$ cat src/rtl/bus_src_arbiter.sv
// Round-robin arbiter for the 16-bit internal source bus. It registers a one-hot grant
// and the matching 16:1 mux select, with a bounded hold time while the bus is contended.
module bus_src_arbiter #(
    parameter int unsigned MAX_HOLD = 8,
    parameter logic [3:0]  SRC0     = 4'd0,
    parameter logic [3:0]  SRC1     = 4'd1,
    parameter logic [3:0]  SRC2     = 4'd2,
    parameter logic [3:0]  SRC3     = 4'd3,
    parameter logic [3:0]  IDLE_SRC = 4'd15
) (
    input  logic       clk,
    input  logic       rst,
    input  logic [3:0] req,
    output logic [3:0] grant,
    output logic [3:0] sel,
    output logic       busy,
    output logic [3:0] hold_cnt
);

    typedef enum logic {
        IDLE    = 1'b0,
        GRANTED = 1'b1
    } state_t;

    localparam logic [3:0] HOLD_MAX = 4'(MAX_HOLD);

    state_t     state, state_nxt;
    logic [1:0] ptr, ptr_nxt;
    logic [3:0] grant_nxt;
    logic [3:0] sel_nxt;
    logic [3:0] hold_nxt;
    logic [1:0] cand;
    logic       cand_found;
    logic       others_waiting;
    logic       keep;

    function automatic logic [3:0] src_of(input logic [1:0] idx);
        case (idx)
            2'd0:    src_of = SRC0;
            2'd1:    src_of = SRC1;
            2'd2:    src_of = SRC2;
            default: src_of = SRC3;
        endcase
    endfunction

    // The candidate search starts just after the last owner and ends on the owner itself.
    always_comb begin
        logic [1:0] idx;
        idx        = ptr;
        cand       = ptr;
        cand_found = 1'b0;
        for (int i = 1; i <= 4; i++) begin
            idx = ptr + 2'(i);
            if (!cand_found && req[idx]) begin
                cand       = idx;
                cand_found = 1'b1;
            end
        end
    end

    // While busy, ptr always names the current owner.
    assign others_waiting = |(req & ~grant);
    assign keep = (state == GRANTED) && req[ptr] &&
                  ((hold_cnt < HOLD_MAX) || !others_waiting);

    // NOTE: every output of this block is given a default first so no path leaves it unassigned (no latches).
    always_comb begin
        state_nxt = state;
        ptr_nxt   = ptr;
        grant_nxt = grant;
        sel_nxt   = sel;
        hold_nxt  = hold_cnt;
        case (state)
            IDLE: begin
                if (cand_found) begin
                    state_nxt = GRANTED;
                    ptr_nxt   = cand;
                    grant_nxt = 4'b0001 << cand;
                    sel_nxt   = src_of(cand);
                    hold_nxt  = 4'd1;
                end
            end
            GRANTED: begin
                if (keep) begin
                    if (hold_cnt < HOLD_MAX) begin
                        hold_nxt = hold_cnt + 4'd1;
                    end
                end else if (cand_found) begin
                    ptr_nxt   = cand;
                    grant_nxt = 4'b0001 << cand;
                    sel_nxt   = src_of(cand);
                    hold_nxt  = 4'd1;
                end else begin
                    state_nxt = IDLE;
                    grant_nxt = 4'b0000;
                    sel_nxt   = IDLE_SRC;
                    hold_nxt  = 4'd0;
                end
            end
            default: begin
                state_nxt = IDLE;
                grant_nxt = 4'b0000;
                sel_nxt   = IDLE_SRC;
                hold_nxt  = 4'd0;
            end
        endcase
    end

    // NOTE: state registers use non-blocking assignments so every flop samples pre-edge values.
    always_ff @(posedge clk or posedge rst) begin
        if (rst) begin
            state    <= IDLE;
            ptr      <= 2'd3;
            grant    <= 4'b0000;
            sel      <= IDLE_SRC;
            hold_cnt <= 4'd0;
        end else begin
            state    <= state_nxt;
            ptr      <= ptr_nxt;
            grant    <= grant_nxt;
            sel      <= sel_nxt;
            hold_cnt <= hold_nxt;
        end
    end

    assign busy = (state == GRANTED);

endmodule

$ cat config.mk
export PLATFORM = sky130hd
export DESIGN_NAME = bus_src_arbiter
export DESIGN_NICKNAME = d
export VERILOG_FILES = /design/src/rtl/bus_src_arbiter.sv
export SDC_FILE = /design/constraint.sdc
export NUM_CORES = 1
export LEC_CHECK = 0
export ABC_AREA = 1
export BUFFER_PORTS_ARGS = -buffer_cell sky130_fd_sc_hd__buf_2
export CORE_MARGIN = 10
export CORE_UTILIZATION = 45
export DETAILED_ROUTE_END_ITERATION = 10
export GPL_ROUTABILITY_DRIVEN = 0
export PLACE_DENSITY = 0.78
export SYNTH_ARGS = -nofsm -noshare
export SYNTH_HDL_FRONTEND = slang
export SYNTH_SLANG_ARGS = --single-unit
$ cat constraint.sdc
create_clock -name clk -period 2.3 [get_ports clk]
set_clock_uncertainty 0.05 [all_clocks]
set_input_delay 0.345 -clock clk [delete_from_list [all_inputs] [get_ports clk]]
set_output_delay 0.345 -clock clk [all_outputs]
set_load 0.02 [all_outputs]
==> impl_metrics.csv, run 1 <==
group,metric,value,unit
pwr,vdd_ir_drop_max,0.882,mV
sta,setup_viol,0,
pwr,total_power,2060,uW
route,routed_length_per_instance,13.0,um
critical_path,start_kind,"register",
pwr,p_leak,0.000632,uW
sta,hold_viol_final,0,
run,drv_cap,0,
cells_and_area,final.fill_count,224,
min_path,hold_class,"primary input to asynchronous set/reset pin",
route,drt-pass1-iter-count,4,
cts,insertion_delay,290,ps
floorplan,coreArea,2190,um2
cts,tritoncts_buffers,3,
cells_and_area,final-instance-count-excl-fill,184,
pwr,p_seq_share,24.3,%
synth,synth_fp_nets,144,
floorplan,floorplan.die.width,67.8,um
pwr,power.share.clock,8.6,%
sta,timing_max_transition_violations_final,0,
synth,synth-seq-area-share,34.7,%
sta,final.min_clock_period,1830,ps
global_routing,grt_overflow,0,
synth,ys_top_cells_by_count,"sky130_fd_sc_hd__nand2_1, sky130_fd_sc_hd__nand2_2, sky130_fd_sc_hd__nand3_1",
route,postRouteWirelength,2390,um
synth,synth_adder_area_share,1.22,%
sta,worst_slew_pin_slew,523,ps
synth,ys_types,26,
critical_path,critical_path.slowest_cell,"sky130_fd_sc_hd__dfstp_2",
cts,clk_root_buffer_cell,"sky130_fd_sc_hd__clkbuf_4",
global_routing,global_route.usage.total,11.4,%
cells_and_area,area_delta_synth_final,12.8,%
cts,post_cts_resize_count,0,
synth,synth.top_cells.by_area,"sky130_fd_sc_hd__dfrtp_1, sky130_fd_sc_hd__nand2_1, sky130_fd_sc_hd__dfstp_2",
pwr,p_comb_share,67.1,%
synth,synth_warnings,0,
route,post-route-drc-count,0,
sta,totalNegativeSetupSlack,0,ps
synth,yosys.area.top_type,"sky130_fd_sc_hd__dfrtp_1",
pwr,cellPowerDensity,1780,nW/um2
critical_path,critical-path-top-cell-by-count,"sky130_fd_sc_hd__nand2_1",
critical_path,worst_ep_arrival_time,1960,ps
placed_design,buffer_ports.inserted,18,
cells_and_area,insertedDiodeCount,0,
cells_and_area,multi_input_comb_area,576,um2
pwr,internal_power,933,uW
route,drt.antenna.violating_nets,0,
global_routing,antenna_found_initial,0,
floorplan,core.rowCount,17,
synth,largest_family_of_logic_cells_by_synthesized_area,"simple AND/OR/NAND/NOR gates",
floorplan,floorplan.io_pins,19,
floorplan,chipHeight,67.8,um
synth,yosysTopAreaCellShare,21.9,%
global_routing,number_of_global_route_vias_before_repair,899,
sta,rsz0062_at_grt,"no",
cells_and_area,post_route_cells_drive_above_1_share,37.8,%
critical_path,worstPathRequired,2430,ps
synth,syn_std_cell_area,1030,um2
route,drt_first_iter_violations,45,
global_routing,maximum_number_of_pins_on_one_net_before_global_route_repair,15,
cts,postCtsSetupBuffers,0,
synth,gate_count_post_synth,137,
synth,dominantRegCellSynth,"sky130_fd_sc_hd__dfrtp_1",
pwr,p_sw,1130,uW
floorplan,die_ar,4590,um2
synth,synthMostInstantiatedCell,"sky130_fd_sc_hd__nand2_1",
sta,max-slew-margin-rel,65.1,%
critical_path,crit_path_start,"ptr[0]$_DFFE_PP1P_",
critical_path,worstPathMaxFanout,10,
synth,synth.avg_cell_area,7.50,um2
status,status,"complete, no violations",
synth,synth-async-reset-ratio,100,%
cells_and_area,final_design_instance_area_without_fill,1160,um2
cts,ctsHtreeMaxLevel,1,
route,drt-vias-per-instance,5.02,
synth,synth_area_in_compound_gates,6.33,%
cts,cts_tree,"yes",
synth,synth-seq-cells,14,
critical_path,biggest_cell_delay_along_the_critical_path,660,ps
sta,period_share,79.5,%
sta,fmaxAchievable,547,MHz
floorplan,initial_core_util,46.9,%
global_routing,grt_pass1_wl,3980,um
synth,synth_enable_flop_cells,0,
critical_path,timing.setup.critical_path_class,"register to register",
placed_design,dpl.cell_count,180,
route,num_vias,923,
critical_path,cp.buffers_inverters,2,
cells_and_area,regArea,357,um2
cts,cts_sinks,14,
cts,clkTransAtPathRegs,80,ps
synth,synth_simple_gate_area_share,46.8,%
cts,cts_hold_buf,0,
placed_design,detailedPlacementHpwl,1920,um
critical_path,crit_path_end_kind,"register",
critical_path,crit_path_cell_trace,"inv_6, nand2_1, nand2_1, nand2_2, nand2_4, nor2_8, nand3_4, nand2_4, inv_2, o21ai_1, nand2_1",
synth,synth-xor-area-share,1.71,%
placed_design,postPlaceCellArea,1120,um2
synth,synth_mux_area_share,0,%
cts,clock_tree.buffer_depth,2,
critical_path,critical-path-top-delay-family,"simple AND/OR/NAND/NOR gates",
cells_and_area,nets,164,
critical_path,reg_to_reg_start,"ptr[0]$_DFFE_PP1P_",
pwr,p_sw_share,54.8,%
==> flip-flops by register name (all words and copies together) (netlist names) <==
register,cells
hold_cnt,4
busy,1
grant,4
ptr,2
sel,3
==> area by class of cell <==
| type | instances | share of cell area [%] |
|---|---|---|
| flip-flops and latches | 14 | 30.8 |
| clock buffers | 4 | 3.13 |
| inverters | 16 | 5.62 |
| well taps | 28 | 3.02 |
| repair buffers | 18 | 7.78 |
| multi-input cells | 104 | 49.7 |
==> kinds of logic (layout without fill, tap and decap cells) <==
kind of cell	Yosys count	after routing
compound gates	13	13
buf+inv	19	38
flops	14	14
fa+ha+maj	1	1
xor+xnor	2	2
simple gates	88	88
==> path summary, 6_finish.rpt <==
check	end	slack, ps	cells after the start
worst max-delay path	hold_cnt[0]$_DFFE_PP0P_	470	11
worst min-delay path	hold_cnt[2]$_DFFE_PP0P_	30	2
worst max register to register	hold_cnt[0]$_DFFE_PP0P_	470	11
worst min register to register	sel[1]$_DFFE_PP1P_	490	4
max in group asynchronous	ptr[1]$_DFFE_PP1P_	1810	2
min in group clk	busy$_DFF_PP0_	480	5
==> power groups by stage <==
stage               clock network, uW  registers (uW)  logic (uW)
CTS                               184             501        1400
global placement                    0             500        1350
detailed placement                  0             505        1390
global route                      194             520        1540
floorplan                           0             536        1090
finish                            178             501        1380
==> placed cells by master (no fill, tap or decap), types with 4 or more instances in the layout <==
master                    instances
sky130_fd_sc_hd__inv_1           10
sky130_fd_sc_hd__nand3_2          4
sky130_fd_sc_hd__buf_2           18
sky130_fd_sc_hd__nand2_1         45
sky130_fd_sc_hd__a21oi_1          5
sky130_fd_sc_hd__inv_2            5
sky130_fd_sc_hd__nand2_2         14
sky130_fd_sc_hd__dfrtp_1          9
sky130_fd_sc_hd__o21ai_1          4
sky130_fd_sc_hd__dfstp_2          5
sky130_fd_sc_hd__nor2_1           4
sky130_fd_sc_hd__nand3_1         11
sky130_fd_sc_hd__o21ai_0          4
==> routing by layer <==
layer,up-vias,wire length (um),GRT usage [%]
li1,469,-,-
met1,426,1010,13.0
met2,23,1160,19.1
met3,5,169,2.81
met4,0,50,6.03
met5,-,0,0
==> through the flow <==
step	setup WS, ps	utilization (%)	hold slack [ps]
floorplan	673	-	181
global placement	527	51.2	351
detailed placement	498	51.2	356
CTS	485	52.9	42.8
global route	333	52.9	59.3
finish	472	52.9	25.4
No activity file was read; power rests on OpenSTA's default activity.
==> run 2: changes to the inputs <==
--- a/config.mk
+++ b/config.mk
@@ -11,7 +11,7 @@
 export CORE_UTILIZATION = 45
 export DETAILED_ROUTE_END_ITERATION = 10
 export GPL_ROUTABILITY_DRIVEN = 0
-export PLACE_DENSITY = 0.78
+export PLACE_DENSITY = 0.8
 export SYNTH_ARGS = -nofsm -noshare
 export SYNTH_HDL_FRONTEND = slang
 export SYNTH_SLANG_ARGS = --single-unit
==> constraint.sdc (replaced) <==
create_clock -name clk -period 1.6 [get_ports clk]
set_clock_uncertainty 0.05 [all_clocks]
set_input_delay 0.24 -clock clk [delete_from_list [all_inputs] [get_ports clk]]
set_output_delay 0.24 -clock clk [all_outputs]
set_load 0.02 [all_outputs]
==> impl_metrics.csv, run 2 (same netlist as run 1, synthesis figures left out) <==
group,metric,value,unit
cts,ctsHtreeMaxLevel,1,
floorplan,die_ar,4590,um2
critical_path,timing.setup.critical_path_class,"register to register",
pwr,power.share.clock,6.8,%
global_routing,number_of_global_route_vias_before_repair,1006,
sta,timing_max_transition_violations_final,0,
route,drt-vias-per-instance,4.93,
route,post-route-drc-count,0,
cells_and_area,layout.cells.most_common_list,"sky130_fd_sc_hd__nand2_1, sky130_fd_sc_hd__buf_2, sky130_fd_sc_hd__buf_4, sky130_fd_sc_hd__nand2_2, sky130_fd_sc_hd__inv_1",
cells_and_area,post_route_cells_drive_above_1_share,52.2,%
cells_and_area,final-instance-count-excl-fill,206,
status,violated_checks,"setup timing",
critical_path,critical-path-top-delay-family,"simple AND/OR/NAND/NOR gates",
critical_path,critical_path.slowest_cell,"sky130_fd_sc_hd__dfstp_2",
critical_path,cp.buffers_inverters,4,
cts,tritoncts_buffers,3,
pwr,cellPowerDensity,2650,nW/um2
pwr,p_sw,1960,uW
status,status,"finished with violations",
sta,final.min_clock_period,1830,ps
cells_and_area,layout_commonest_cell,"sky130_fd_sc_hd__nand2_1",
critical_path,worst_ep_arrival_time,1970,ps
pwr,p_comb_share,75.0,%
cts,insertion_delay,290,ps
sta,rsz0062_at_grt,"yes",
critical_path,crit_path_end_kind,"register",
sta,period_share,114,%
placed_design,detailedPlacementHpwl,1970,um
floorplan,initial_core_util,46.9,%
floorplan,core.rowCount,17,
sta,max-slew-margin-rel,63.4,%
cells_and_area,top_regs,"grant (4), hold_cnt (4), sel (3)",
pwr,total_power,3820,uW
critical_path,worstPathRequired,1740,ps
cells_and_area,postLayoutCoreUtil,65.7,%
floorplan,coreArea,2190,um2
critical_path,start_kind,"register",
min_path,hold_class,"register to register",
cells_and_area,nets,186,
global_routing,global_route.usage.total,12.2,%
sta,holdWs,470,ps
placed_design,dpl.cell_count,191,
floorplan,floorplan.die.width,67.8,um
cts,cts_tree,"yes",
critical_path,worstPathMaxFanout,6,
pwr,p_seq_share,18.1,%
pwr,internal_power,1860,uW
cells_and_area,area_delta_synth_final,40.2,%
sta,setup_viol,13,
cts,clkTransAtPathRegs,90,ps
global_routing,antenna_found_initial,0,
route,num_vias,1016,
pwr,p_leak,0.000767,uW
placed_design,buffer_ports.inserted,18,
pwr,p_sw_share,51.4,%
route,drt_first_iter_violations,55,
floorplan,chipHeight,67.8,um
sta,fmaxAchievable,547,MHz
cells_and_area,insertedDiodeCount,0,
route,drt-pass1-iter-count,5,
cts,clock_tree.buffer_depth,2,
cells_and_area,final.fill_count,180,
cts,clk_root_buffer_cell,"sky130_fd_sc_hd__clkbuf_4",
floorplan,floorplan.io_pins,19,
critical_path,biggest_cell_delay_along_the_critical_path,590,ps
global_routing,maximum_number_of_pins_on_one_net_before_global_route_repair,15,
run,drv_cap,0,
sta,worst_slew_pin_slew,549,ps
global_routing,grt_overflow,0,
pwr,vdd_ir_drop_max,1.73,mV
route,routed_length_per_instance,13.5,um
placed_design,postPlaceCellArea,1200,um2
sta,postLayoutSetupSlackWorst,-230,ps
route,drt.antenna.violating_nets,0,
cts,cts_sinks,14,
critical_path,crit_path_cell_trace,"buf_4, buf_6, nand2_1, nand2_2, nand2_2, nand2_4, inv_2, nand4_4, nand2_4, buf_4, nand2_1, nand2_1",
cells_and_area,final_design_instance_area_without_fill,1440,um2
route,postRouteWirelength,2780,um
global_routing,grt_pass1_wl,4370,um
critical_path,critical-path-top-cell-by-count,"sky130_fd_sc_hd__nand2_1",
sta,hold_viol_final,0,
-- run 2: metrics by stage --
stage | setup TNS [ps] | setup slack (ps)
6_report | -2510 | -230
4_1_cts | -1630 | -151
3_3_place_gp | -1090 | -138
5_1_grt | -3840 | -328
2_1_floorplan | -32.9 | -26.8
3_5_place_dp | -1840 | -197
-- run 2: area by class of cell --
type / instances / area (um2) / area share (%)
clock buffers: 4 / 36.3 / 2.52
repair buffers: 40 / 273 / 18.9
well taps: 28 / 35.0 / 2.43
flip-flops and latches: 14 / 357 / 24.8
inverters: 16 / 67.6 / 4.69
multi-input cells: 104 / 672 / 46.7
-- run 2: worst paths after layout --
path | depth (start not counted) | startpoint | end | slack [ps]
min in group asynchronous | 3 | rst | busy$_DFF_PP0_ | 480
hold / removal | 2 | grant[1]$_DFFE_PP0P_ | grant[1]$_DFFE_PP0P_ | 470
setup / recovery | 12 | ptr[0]$_DFFE_PP1P_ | hold_cnt[3]$_DFFE_PP0P_ | -230
hold reg to reg | 2 | grant[1]$_DFFE_PP0P_ | grant[1]$_DFFE_PP0P_ | 470
max in group asynchronous | 3 | rst | ptr[1]$_DFFE_PP1P_ | 640
setup reg to reg | 12 | ptr[0]$_DFFE_PP1P_ | hold_cnt[3]$_DFFE_PP0P_ | -230
-- run 2: timing repair --
item | 4_1_cts | 5_1_grt
gates resized for setup | 4 | 24
endpoints found under the setup margin | 13 | 14
endpoints found under the hold margin | 9 | 0
pin swaps | 2 | 10
buffers inserted | 2 | 8
hold buffers | 1 | 0
-- run 2: layer usage --
layer / GRT usage (%) / vias up / part of all wire (%)
met3: 2.98 / 5 / 4.6
li1: - / 515 / -
met5: 0 / - / 0
met1: 12.8 / 477 / 42
met4: 6.03 / 0 / 1.4
met2: 22.1 / 19 / 52
-- run 2: worst reg2reg max path, cell delays in order, from the launching register on --
cell and delay [ps]:
sky130_fd_sc_hd__dfstp_2 590, sky130_fd_sc_hd__buf_4 140, sky130_fd_sc_hd__buf_6 90, sky130_fd_sc_hd__nand2_1 60
sky130_fd_sc_hd__nand2_2 110, sky130_fd_sc_hd__nand2_2 80, sky130_fd_sc_hd__nand2_4 100, sky130_fd_sc_hd__inv_2 70
sky130_fd_sc_hd__nand4_4 120, sky130_fd_sc_hd__nand2_4 90, sky130_fd_sc_hd__buf_4 140, sky130_fd_sc_hd__nand2_1 50
sky130_fd_sc_hd__nand2_1 50
-- run 2: power by group through the flow --
stage / Clock, uW / Sequential [uW] / Combinational, uW
after global placement: 0 / 698 / 2200
final: 262 / 692 / 2870
after CTS: 267 / 693 / 2360
after detailed placement: 0 / 705 / 2270
after floorplan: 0 / 771 / 1570
after global routing: 287 / 710 / 3130
==> run 3: changes to the inputs <==
--- a/config.mk
+++ b/config.mk
@@ -5,13 +5,12 @@
 export SDC_FILE = /design/constraint.sdc
 export NUM_CORES = 1
 export LEC_CHECK = 0
-export ABC_AREA = 1
 export BUFFER_PORTS_ARGS = -buffer_cell sky130_fd_sc_hd__buf_2
 export CORE_MARGIN = 10
 export CORE_UTILIZATION = 45
 export DETAILED_ROUTE_END_ITERATION = 10
 export GPL_ROUTABILITY_DRIVEN = 0
-export PLACE_DENSITY = 0.8
+export PLACE_DENSITY = 0.82
 export SYNTH_ARGS = -nofsm -noshare
 export SYNTH_HDL_FRONTEND = slang
 export SYNTH_SLANG_ARGS = --single-unit
==> impl_metrics.csv, run 3 <==
group,metric,value,unit
floorplan,die_ar,4050,um2
placed_design,detailedPlacementHpwl,1730,um
critical_path,ff2ff_path_depth,4,
route,drt_first_iter_violations,10,
cts,ctsHtreeMaxLevel,1,
critical_path,reg_to_reg_start,"ptr[0]$_DFFE_PP1P_",
critical_path,r2r_setup_slack,-70,ps
floorplan,coreArea,1760,um2
synth,synth-async-reset-ratio,100,%
sta,period_share,105,%
global_routing,met1_usage,11.7,%
synth,synth_fp_nets,88,
placed_design,dpl.cell_count,136,
sta,fmaxAchievable,598,MHz
synth,ys_types,40,
global_routing,global_route.usage.total,10.9,%
sta,rsz0062_at_grt,"yes",
synth,gate_count_post_synth,81,
floorplan,chipHeight,63.6,um
cts,clock_tree.buffer_depth,2,
status,status,"finished with violations",
critical_path,worstPathRequired,1770,ps
sta,holdWs,471,ps
critical_path,start_kind,"register",
global_routing,number_of_global_route_vias_before_repair,829,
synth,yosysTopAreaCellShare,26.3,%
floorplan,floorplan.io_pins,19,
sta,timing_max_transition_violations_final,0,
cells_and_area,area_delta_synth_final,42.3,%
global_routing,antenna_found_initial,0,
synth,synth_warnings,0,
critical_path,crit_path_end_kind,"register",
cells_and_area,layout_commonest_cell,"sky130_fd_sc_hd__buf_2",
sta,final.min_clock_period,1670,ps
status,violated_checks,"setup timing",
floorplan,core.rowCount,15,
pwr,vdd_ir_drop_max,1.03,mV
run,drv_cap,0,
cts,insertion_delay,280,ps
pwr,total_power,2240,uW
global_routing,grt_util_met3,2.47,%
min_path,hold_path.startpoint,"sel[0]$_DFFE_PP1P_",
cells_and_area,insertedDiodeCount,0,
cells_and_area,final-instance-count-excl-fill,144,
floorplan,floorplan.die.width,63.6,um
sta,max-slew-margin-rel,64.5,%
cts,tritoncts_buffers,3,
placed_design,buffer_ports.inserted,18,
cts,cts_sinks,14,
synth,synth_enable_flop_cells,0,
synth,yosys.area.top_type,"sky130_fd_sc_hd__dfrtp_1",
cts,clk_root_buffer_cell,"sky130_fd_sc_hd__clkbuf_4",
sta,worst_slew_pin_slew,533,ps
critical_path,timing.setup.critical_path_class,"register to register",
sta,postLayoutSetupSlackWorst,-73.1,ps
cells_and_area,post_route_cells_drive_above_1_share,58.0,%
route,routed_length_per_instance,15.7,um
min_path,worst_hold_path.num_cells,1,
cells_and_area,nets,127,
synth,dominantRegCellSynth,"sky130_fd_sc_hd__dfrtp_1",
sta,hold_viol_final,0,
synth,synth.top_cells.by_area,"sky130_fd_sc_hd__dfrtp_1, sky130_fd_sc_hd__dfstp_2, sky130_fd_sc_hd__o32ai_1",
route,drt-vias-per-instance,5.49,
critical_path,worstPathMaxFanout,7,
synth,synth-seq-cells,14,
synth,syn_std_cell_area,856,um2
pwr,p_leak,0.000542,uW
cells_and_area,top_regs,"grant (4), hold_cnt (4), sel (3)",
min_path,hold_path_end,"sel[0]$_DFFE_PP1P_",
critical_path,worst_ep_arrival_time,1840,ps
cts,clkTransAtPathRegs,90,ps
global_routing,maximum_number_of_pins_on_one_net_before_global_route_repair,15,
floorplan,initial_core_util,48.5,%
global_routing,grt_pass1_wl,3640,um
route,post-route-drc-count,0,
cells_and_area,layout.cells.most_common_list,"sky130_fd_sc_hd__buf_2, sky130_fd_sc_hd__buf_4, sky130_fd_sc_hd__inv_1, sky130_fd_sc_hd__dfrtp_1, sky130_fd_sc_hd__dfstp_2",
synth,synth-seq-area-share,41.7,%
sta,setup_viol,10,
global_routing,grt_overflow,0,
cts,cts_tree,"yes",
route,num_vias,791,
synth,synth.avg_cell_area,10.6,um2
global_routing,global_route.usage.met2,19.3,%
route,drt-pass1-iter-count,4,
synth,ys_top_cells_by_count,"sky130_fd_sc_hd__dfrtp_1, sky130_fd_sc_hd__inv_1, sky130_fd_sc_hd__dfstp_2",
global_routing,global_route.peak_usage_layer,"met2",
route,postRouteWirelength,2270,um
route,drt.antenna.violating_nets,0,
pwr,cellPowerDensity,1840,nW/um2
critical_path,worstReg2RegEnd,"ptr[0]$_DFFE_PP1P_",
min_path,hold_class,"register to register",
## run 3: changes by cell type after synthesis, moves of 3 or more
cell,delta
sky130_fd_sc_hd__nand2_4,-3
sky130_fd_sc_hd__nand3_2,-4
sky130_fd_sc_hd__nand2_2,-14
sky130_fd_sc_hd__inv_2,-5
sky130_fd_sc_hd__nand3_1,-11
sky130_fd_sc_hd__o32ai_1,+4
sky130_fd_sc_hd__o21ai_1,-4
sky130_fd_sc_hd__nor2b_1,+3
sky130_fd_sc_hd__nand2_1,-42
sky130_fd_sc_hd__a21oi_1,-3
## run 3: layout make-up
cell class	count	area, um2
Fill cell	139	547
Tap cell	25	31.3
Sequential cell	14	359
Multi-Input combinational cell	55	524
Timing Repair Buffer	37	243
Inverter	9	33.8
Clock buffer	4	26.3
## run 3: power by group
part	leakage [uW]	internal [uW]	switching (uW)	total [uW]
Combinational	0.000363	669	685	1350
Clock	0.0000150	96.8	116	213
Sequential	0.000163	526	145	671
## run 3: how the worst max path moves through the flow
stage	startpoint	end	slack, ps	cells after the start
finish	ptr[0]$_DFFE_PP1P_	ptr[0]$_DFFE_PP1P_	-70	4
global route	ptr[0]$_DFFE_PP1P_	grant[0]$_DFFE_PP0P_	-100	5
CTS	grant[0]$_DFFE_PP0P_	sel[0]$_DFFE_PP1P_	-50	6
detailed placement	ptr[0]$_DFFE_PP1P_	grant[3]$_DFFE_PP0P_	-170	4
global placement	ptr[0]$_DFFE_PP1P_	grant[2]$_DFFE_PP0P_	-50	4
floorplan	ptr[0]$_DFFE_PP1P_	grant[1]$_DFFE_PP0P_	-3	5
## run 3: critical path: stages, from the launching register on
cell	delay, ps
sky130_fd_sc_hd__dfstp_2	600
sky130_fd_sc_hd__mux2i_2	290
sky130_fd_sc_hd__o22ai_4	150
sky130_fd_sc_hd__a21oi_4	200
sky130_fd_sc_hd__mux2_4	310
## run 3: cell families (layout without fill, tap and decap cells)
logic type,count (synthesis),in the layout,synth area share [%]
compound gates,26,26,26.3
simple gates,25,25,20.2
flops,14,14,41.7
buf+inv,12,50,6.29
mux,3,3,4.09
fa+ha+maj,1,1,1.46
## run 3: routing by layer
metal / wire length [um] / up-vias
li1: - / 374
met1: 1020 / 397
met2: 1150 / 16
met3: 64 / 4
met4: 29 / 0
met5: 0 / -
## run 3: what timing repair did
item / CTS / global route
buffers inserted: 1 / 2
resized for setup: 6 / 12
pin swaps: 6 / 10
endpoints found under the hold margin: 9 / 0
cloned: 0 / 0
setup endpoints to repair: 10 / 12
hold buffers: 1 / 0
## run 3: metrics by stage
stage	utilization, %	TNS, ps	cell area [um2]	setup WS (ps)
after floorplan	-	-10.2	870	-3.39
after global placement	61.2	-252	1080	-52.1
after detailed placement	61.2	-760	1080	-174
after CTS	65.1	-223	1150	-50.9
after global routing	69.0	-962	1220	-104
final	69.0	-367	1220	-73.1
